`src/rtl/vend_ctrl_multi.sv`:
```
// Multi-product vending controller: coin credit accumulation, priced selection with stock check,
// timed dispense phase, single-cycle change return and inactivity timeout. All outputs registered.
module vend_ctrl_multi #(
    parameter int N_ITEMS     = 4,
    parameter int SEL_W       = 2,
    parameter int CREDIT_W    = 8,
    parameter int COIN_W      = 4,
    parameter int IDLE_TO_CYC = 5000,
    parameter int DISP_CYC    = 500
) (
    input  logic                        clk,
    input  logic                        reset,
    input  logic                        coin_valid,
    input  logic [COIN_W-1:0]           coin_value,
    input  logic [SEL_W-1:0]            sel,
    input  logic                        press,
    input  logic                        cancel,
    input  logic [N_ITEMS*CREDIT_W-1:0] price_tbl,
    input  logic [N_ITEMS-1:0]          stock_empty,
    output logic [CREDIT_W-1:0]         credit,
    output logic [1:0]                  state,
    output logic                        run_ind,
    output logic                        hold_ind,
    output logic                        dispense_ind,
    output logic [SEL_W-1:0]            dispense_item,
    output logic                        change_valid,
    output logic [CREDIT_W-1:0]         change_amount,
    output logic                        coin_reject,
    output logic                        err_ind
);

    localparam logic [1:0] S_IDLE     = 2'd0;
    localparam logic [1:0] S_CREDIT   = 2'd1;
    localparam logic [1:0] S_DISPENSE = 2'd2;
    localparam logic [1:0] S_REFUND   = 2'd3;

    localparam int IDLE_W = $clog2(IDLE_TO_CYC + 1);
    localparam int DISP_W = $clog2(DISP_CYC + 1);
    localparam int SUM_W  = CREDIT_W + 1;

    logic [1:0]          state_q, state_n;
    logic [CREDIT_W-1:0] credit_q, credit_n;
    logic [CREDIT_W-1:0] change_q, change_n;
    logic [SEL_W-1:0]    item_q, item_n;
    logic [IDLE_W-1:0]   idle_cnt_q, idle_cnt_n;
    logic [DISP_W-1:0]   disp_cnt_q, disp_cnt_n;
    logic                run_q, hold_q, dind_q, chv_q, crej_q, err_q;
    logic                crej_n, err_n;
    logic [CREDIT_W-1:0] cha_q;

    logic [CREDIT_W-1:0] price_sel;
    logic                sold_out, sel_ok, buy_ok, overflow;
    logic [SUM_W-1:0]    sum;

    // Selection mux walks only legal indices, so an out-of-range sel simply leaves sel_ok low.
    always_comb begin
        price_sel = '0;
        sold_out  = 1'b0;
        sel_ok    = 1'b0;
        for (int unsigned i = 0; i < N_ITEMS; i++) begin
            if (sel == SEL_W'(i)) begin
                price_sel = price_tbl[i*CREDIT_W +: CREDIT_W];
                sold_out  = stock_empty[i];
                sel_ok    = 1'b1;
            end
        end
        sum      = {1'b0, credit_q} + SUM_W'(coin_value);
        overflow = sum[CREDIT_W];
        buy_ok   = sel_ok && !sold_out && (credit_q >= price_sel);
    end

    always_comb begin
        state_n    = state_q;
        credit_n   = credit_q;
        change_n   = change_q;
        item_n     = item_q;
        idle_cnt_n = idle_cnt_q;
        disp_cnt_n = disp_cnt_q;
        crej_n     = 1'b0;
        err_n      = 1'b0;
        case (state_q)
            S_IDLE: begin
                idle_cnt_n = '0;
                disp_cnt_n = '0;
                if (coin_valid && coin_value != '0) begin
                    credit_n = CREDIT_W'(coin_value);
                    state_n  = S_CREDIT;
                end
            end
            S_CREDIT: begin
                if (cancel) begin
                    state_n  = S_REFUND;
                    change_n = credit_q;
                    crej_n   = coin_valid;
                end else if (press && buy_ok) begin
                    state_n    = S_DISPENSE;
                    item_n     = sel;
                    change_n   = credit_q - price_sel;
                    disp_cnt_n = '0;
                    crej_n     = coin_valid;
                end else begin
                    err_n = press;
                    if (coin_valid) begin
                        if (overflow) crej_n = 1'b1;
                        else          credit_n = sum[CREDIT_W-1:0];
                    end
                    // Any coin or press counts as activity; otherwise the timer creeps toward refund.
                    if (press || coin_valid) begin
                        idle_cnt_n = '0;
                    end else if (idle_cnt_q >= IDLE_W'(IDLE_TO_CYC - 1)) begin
                        state_n  = S_REFUND;
                        change_n = credit_q;
                    end else begin
                        idle_cnt_n = idle_cnt_q + IDLE_W'(1);
                    end
                end
            end
            S_DISPENSE: begin
                crej_n = coin_valid;
                if (disp_cnt_q >= DISP_W'(DISP_CYC - 1)) state_n = S_REFUND;
                else                                     disp_cnt_n = disp_cnt_q + DISP_W'(1);
            end
            S_REFUND: begin
                crej_n     = coin_valid;
                state_n    = S_IDLE;
                credit_n   = '0;
                idle_cnt_n = '0;
                disp_cnt_n = '0;
            end
            default: state_n = S_IDLE;
        endcase
    end

    always_ff @(posedge clk) begin
        if (reset) begin
            state_q    <= S_IDLE;
            credit_q   <= '0;
            change_q   <= '0;
            item_q     <= '0;
            idle_cnt_q <= '0;
            disp_cnt_q <= '0;
            run_q      <= 1'b0;
            hold_q     <= 1'b0;
            dind_q     <= 1'b0;
            chv_q      <= 1'b0;
            cha_q      <= '0;
            crej_q     <= 1'b0;
            err_q      <= 1'b0;
        end else begin
            state_q    <= state_n;
            credit_q   <= credit_n;
            change_q   <= change_n;
            item_q     <= item_n;
            idle_cnt_q <= idle_cnt_n;
            disp_cnt_q <= disp_cnt_n;
            run_q      <= 1'b1;
            hold_q     <= (state_n != S_IDLE);
            dind_q     <= (state_n == S_DISPENSE);
            chv_q      <= (state_n == S_REFUND);
            cha_q      <= (state_n == S_REFUND) ? change_n : '0;
            crej_q     <= crej_n;
            err_q      <= err_n;
        end
    end

    assign state         = state_q;
    assign credit        = credit_q;
    assign run_ind       = run_q;
    assign hold_ind      = hold_q;
    assign dispense_ind  = dind_q;
    assign dispense_item = item_q;
    assign change_valid  = chv_q;
    assign change_amount = cha_q;
    assign coin_reject   = crej_q;
    assign err_ind       = err_q;

endmodule

```
`config.mk`:
```
export PLATFORM = sky130hd
export DESIGN_NAME = vend_ctrl_multi
export DESIGN_NICKNAME = d
export VERILOG_FILES = /design/src/rtl/vend_ctrl_multi.sv
export SDC_FILE = /design/constraint.sdc
export NUM_CORES = 1
export LEC_CHECK = 0
export ABC_AREA = 1
export BUFFER_PORTS_ARGS = -buffer_cell sky130_fd_sc_hd__buf_2
export CAP_MARGIN = 20
export CELL_PAD_IN_SITES_DETAIL_PLACEMENT = 1
export CELL_PAD_IN_SITES_GLOBAL_PLACEMENT = 1
export CORE_MARGIN = 4
export CORE_UTILIZATION = 25
export CTS_CLUSTER_SIZE = 10
export DETAILED_ROUTE_END_ITERATION = 7
export HOLD_SLACK_MARGIN = 0.02
export PLACE_DENSITY = 0.69
export SKIP_CTS_REPAIR_TIMING = 1
export SLEW_MARGIN = 40
export SYNTH_ARGS = -nofsm -noshare
export SYNTH_HDL_FRONTEND = slang
export SYNTH_SLANG_ARGS = --single-unit
```
`constraint.sdc`:
```
create_clock -name clk -period 2.4 [get_ports clk]
set_clock_uncertainty 0.15 [all_clocks]
set_input_delay 0.12 -clock clk [delete_from_list [all_inputs] [get_ports clk]]
set_output_delay 0.12 -clock clk [all_outputs]
set_load 0.02 [all_outputs]
```
==> flow_summary.yaml <==
place:
  place_area_um2: 4579
  io_buffers: 72
  place_congestion: 0.8550
  place_ws_ns: -0.4536
  hpwl_um: 10380
  numPlacedInstances: 850
critical_path:
  cp.required_ns: 2.48
  cp.arrival_ns: 2.45
  worst_setup_path_start_kind: "register"
  crit_type: "register to register"
  ff2ff_path_depth: 13
  critPathSlowestCell: "fa_2"
  cp_max_fo: 5
  max_stage_delay_ns: 0.36
  critical_path.startpoint: "credit[0]"
  r2r_start: "credit[0]"
  cp-end-kind: "register"
  cp-endpoint: "change_amount[4]"
  timing.rr.end: "change_amount[4]"
  regToRegSetupSlack_ns: 0.03
  crit_top_cell: "nand2_2"
  cp_cell_sequence: "inv_4 > ha_4 > inv_2 > fa_2 > nand2_2 > nand2_2 > nand3_2 > nand3_4 > a21oi_4 > nand2_2 > a21oi_4 > nand3_4 > nor2_2"
clock_tree:
  htreeDepth: 2
  clk_pin_slew_ns: 0.07
  cts_tree: "done"
  cts.sinks: 56
  root_buffer: "clkbuf_16"
  clk_latency_ns: 0.30
  numCtsBuffers: 5
  clk_path_buf_depth: 2
global_route:
  overflow: 0
  grt_pass1_wl_um: 21050
  grt_max_degree: 22
  track_usage: 0.1543
  antenna_found_initial: 0
  grt_pass1_vias: 4331
synthesis:
  synth-seq-area-share: 0.3077
  ys.flop_type: "dfxtp_1"
  synth_area_um2: 3643
  ys.warnings.count: 0
  syn_inst: 555
  synth_cell_types: 45
  ys_ff_latch: 56
  syn_area_per_cell_um2: 6.565
  synth_edf_count: 0
  synth_nets: 623
  async_flop_share: 0
floorplan:
  placementRows: 43
  dieArea_um2: 16570
  top_level_ports: 73
  chipHeight_um: 128.7
  fp.coreArea_um2: 14100
  start_util: 0.2585
  die_w_um: 128.7
finish:
  final_common_cell: "nand2_1"
  fillers: 1812
  drive_gt1_frac: 0.3154
  syn2layout_area_growth_pct: 39.77
  final_util: 0.3613
  antenna_cells: 0
  fin_cells: 868
  fin_nets: 755
  final_cell_mix: "nand2_1, buf_2, nor2_1"
  stdcell_area_um2: 5092
sta:
  drv_slew: 0
  fin_ws_ns: 0.03418
  setup_tns_ns: 0
  tightest_slew_ns: 0.6690
  finalSetupViolations: 0
  fin_crit_ns: 2.366
  rsz0062_at_grt: "yes"
  slew_headroom: 0.5540
  fmax_ghz: 0.4227
  hold_viol: 0
  min_period_over_period: 0.9858
detailed_routing:
  via_count: 4154
  wirelength_um: 13210
  drc: 0
  via_per_inst: 4.786
  drt-wirelength-per-cell_um: 15.21
  ant_nets: 0
  dr.pass1.iters: 4
  drt_iter0_drc: 195
power_and_ir_drop:
  ir_drop_mv: 0.4474
  cellPowerDensity_nw_per_um2: 972.4
  p_leak_nw: 2.377
  sequentialPowerShare: 0.240
  clkPwrFrac: 0.154
  swShare: 0.4633
  comb_power_share: 0.606
  internal_power_w: 0.002658
  p_sw_w: 0.002294
worst_hold_path:
  min_path_type: "input pin to register"
run_status:
  status: "finished clean"
run:
  drv_cap: 0
-- critical path, delay by kind of cell (launching register included) --
family,cells,cell delay (ns)
AND/OR/NAND/NOR,7,0.75
adder cells (fa/ha/maj),2,0.49
AO/OA/AOI/OAI,2,0.46
buffers and inverters,2,0.12
flip-flops,1,0.34
-- registers in the layout, indices dropped and copies added, names as in the netlist --
signal / cells
disp_cnt_q: 9
state: 2
dispense_item: 2
coin_reject: 1
run_ind: 1
idle_cnt_q: 13
err_ind: 1
change_amount: 8
change_valid: 1
change_q: 8
credit: 8
hold_ind: 1
dispense_ind: 1
-- logic make-up (layout without fill, tap and decap cells) --
family | count (synthesis) | in the layout | share of synthesized area
xor gates and xnor gates | 9 | 9 | 0.02164
and+or+nand+nor | 285 | 286 | 0.3486
buffers and inverters | 82 | 214 | 0.09100
adders and majority gates | 21 | 21 | 0.07624
DFF | 56 | 56 | 0.3077
AOI/OAI and AO/OA | 102 | 102 | 0.1549
-- area by class of cell --
class | instances | area (µm²) | share of cell area
clock buffers | 7 | 142.6 | 0.02801
clock inverters | 1 | 7.507 | 0.001474
inverters | 70 | 282.8 | 0.05553
multi-input cells | 418 | 2436 | 0.4784
flip-flops and latches | 56 | 1122 | 0.2204
well taps | 180 | 225.2 | 0.04423
repair buffers | 135 | 870.8 | 0.1710
repair inverters | 1 | 5.005 | 0.0009828
-- power groups by stage --
stage	clock [W]	combinational [W]	sequential (W)
6_report	0.000764	0.00300	0.00119
5_1_grt	0.000827	0.00332	0.00121
4_1_cts	0.000792	0.00253	0.00119
3_5_place_dp	0	0.00252	0.00120
3_3_place_gp	0	0.00243	0.00120
2_1_floorplan	0	0.00144	0.00130
-- how the worst min path moves through the flow --
stage | slack, ns | startpoint | cells past startpoint | end
2_1_floorplan | 0.11 | coin_valid | 2 | coin_reject
3_3_place_gp | 0.28 | coin_valid | 3 | coin_reject
3_5_place_dp | 0.28 | coin_valid | 3 | coin_reject
4_1_cts | -0.04 | coin_valid | 3 | coin_reject
5_1_grt | 0.14 | reset | 2 | dispense_item[1]
6_report | 0.14 | reset | 2 | change_q[5]
-- per-stage QoR --
step | hold slack, ns | total power (W)
floorplan | 0.1092 | 0.002745
finish | 0.1370 | 0.004952
detailed placement | 0.2793 | 0.003726
global route | 0.1388 | 0.005353
CTS | -0.04245 | 0.004510
global placement | 0.2782 | 0.003629
-- Yosys cell counts (2+ instances only) --
| cell type | instances | area [µm²] |
|---|---|---|
| nor3_2 | 3 | 30.03 |
| or2_0 | 2 | 12.51 |
| o22ai_1 | 4 | 25.02 |
| buf_6 | 2 | 22.52 |
| nor2_2 | 2 | 12.51 |
| inv_1 | 63 | 236.5 |
| a21boi_1 | 4 | 30.03 |
| inv_2 | 5 | 18.77 |
| nor4_1 | 2 | 12.51 |
| xnor2_1 | 2 | 17.52 |
| a221oi_1 | 2 | 17.52 |
| nand2_2 | 5 | 31.28 |
| clkbuf_1 | 6 | 22.52 |
| buf_2 | 2 | 10.01 |
| xor2_1 | 7 | 61.31 |
| nand3_1 | 45 | 225.2 |
| ha_1 | 19 | 237.7 |
| o21ai_0 | 31 | 155.2 |
| nor2_1 | 70 | 262.8 |
| dfxtp_1 | 56 | 1121 |
| and2_1 | 2 | 12.51 |
| fa_1 | 2 | 40.04 |
| nand2_1 | 126 | 473.0 |
| nand3_2 | 3 | 30.03 |
| nor3_1 | 8 | 40.04 |
| nand2_4 | 3 | 33.78 |
| a21oi_1 | 52 | 260.3 |
| nand4_1 | 10 | 62.56 |
-- routing by layer --
metal / GRT usage / vias to the layer above / share of wire
li1: - / 2083 / -
met1: 0.1956 / 2000 / 0.46
met2: 0.2771 / 53 / 0.51
met3: 0.02283 / 18 / 0.017
met4: 0.03274 / 0 / 0.016
met5: 0 / - / 0
No activity file was read; power rests on OpenSTA's default activity.
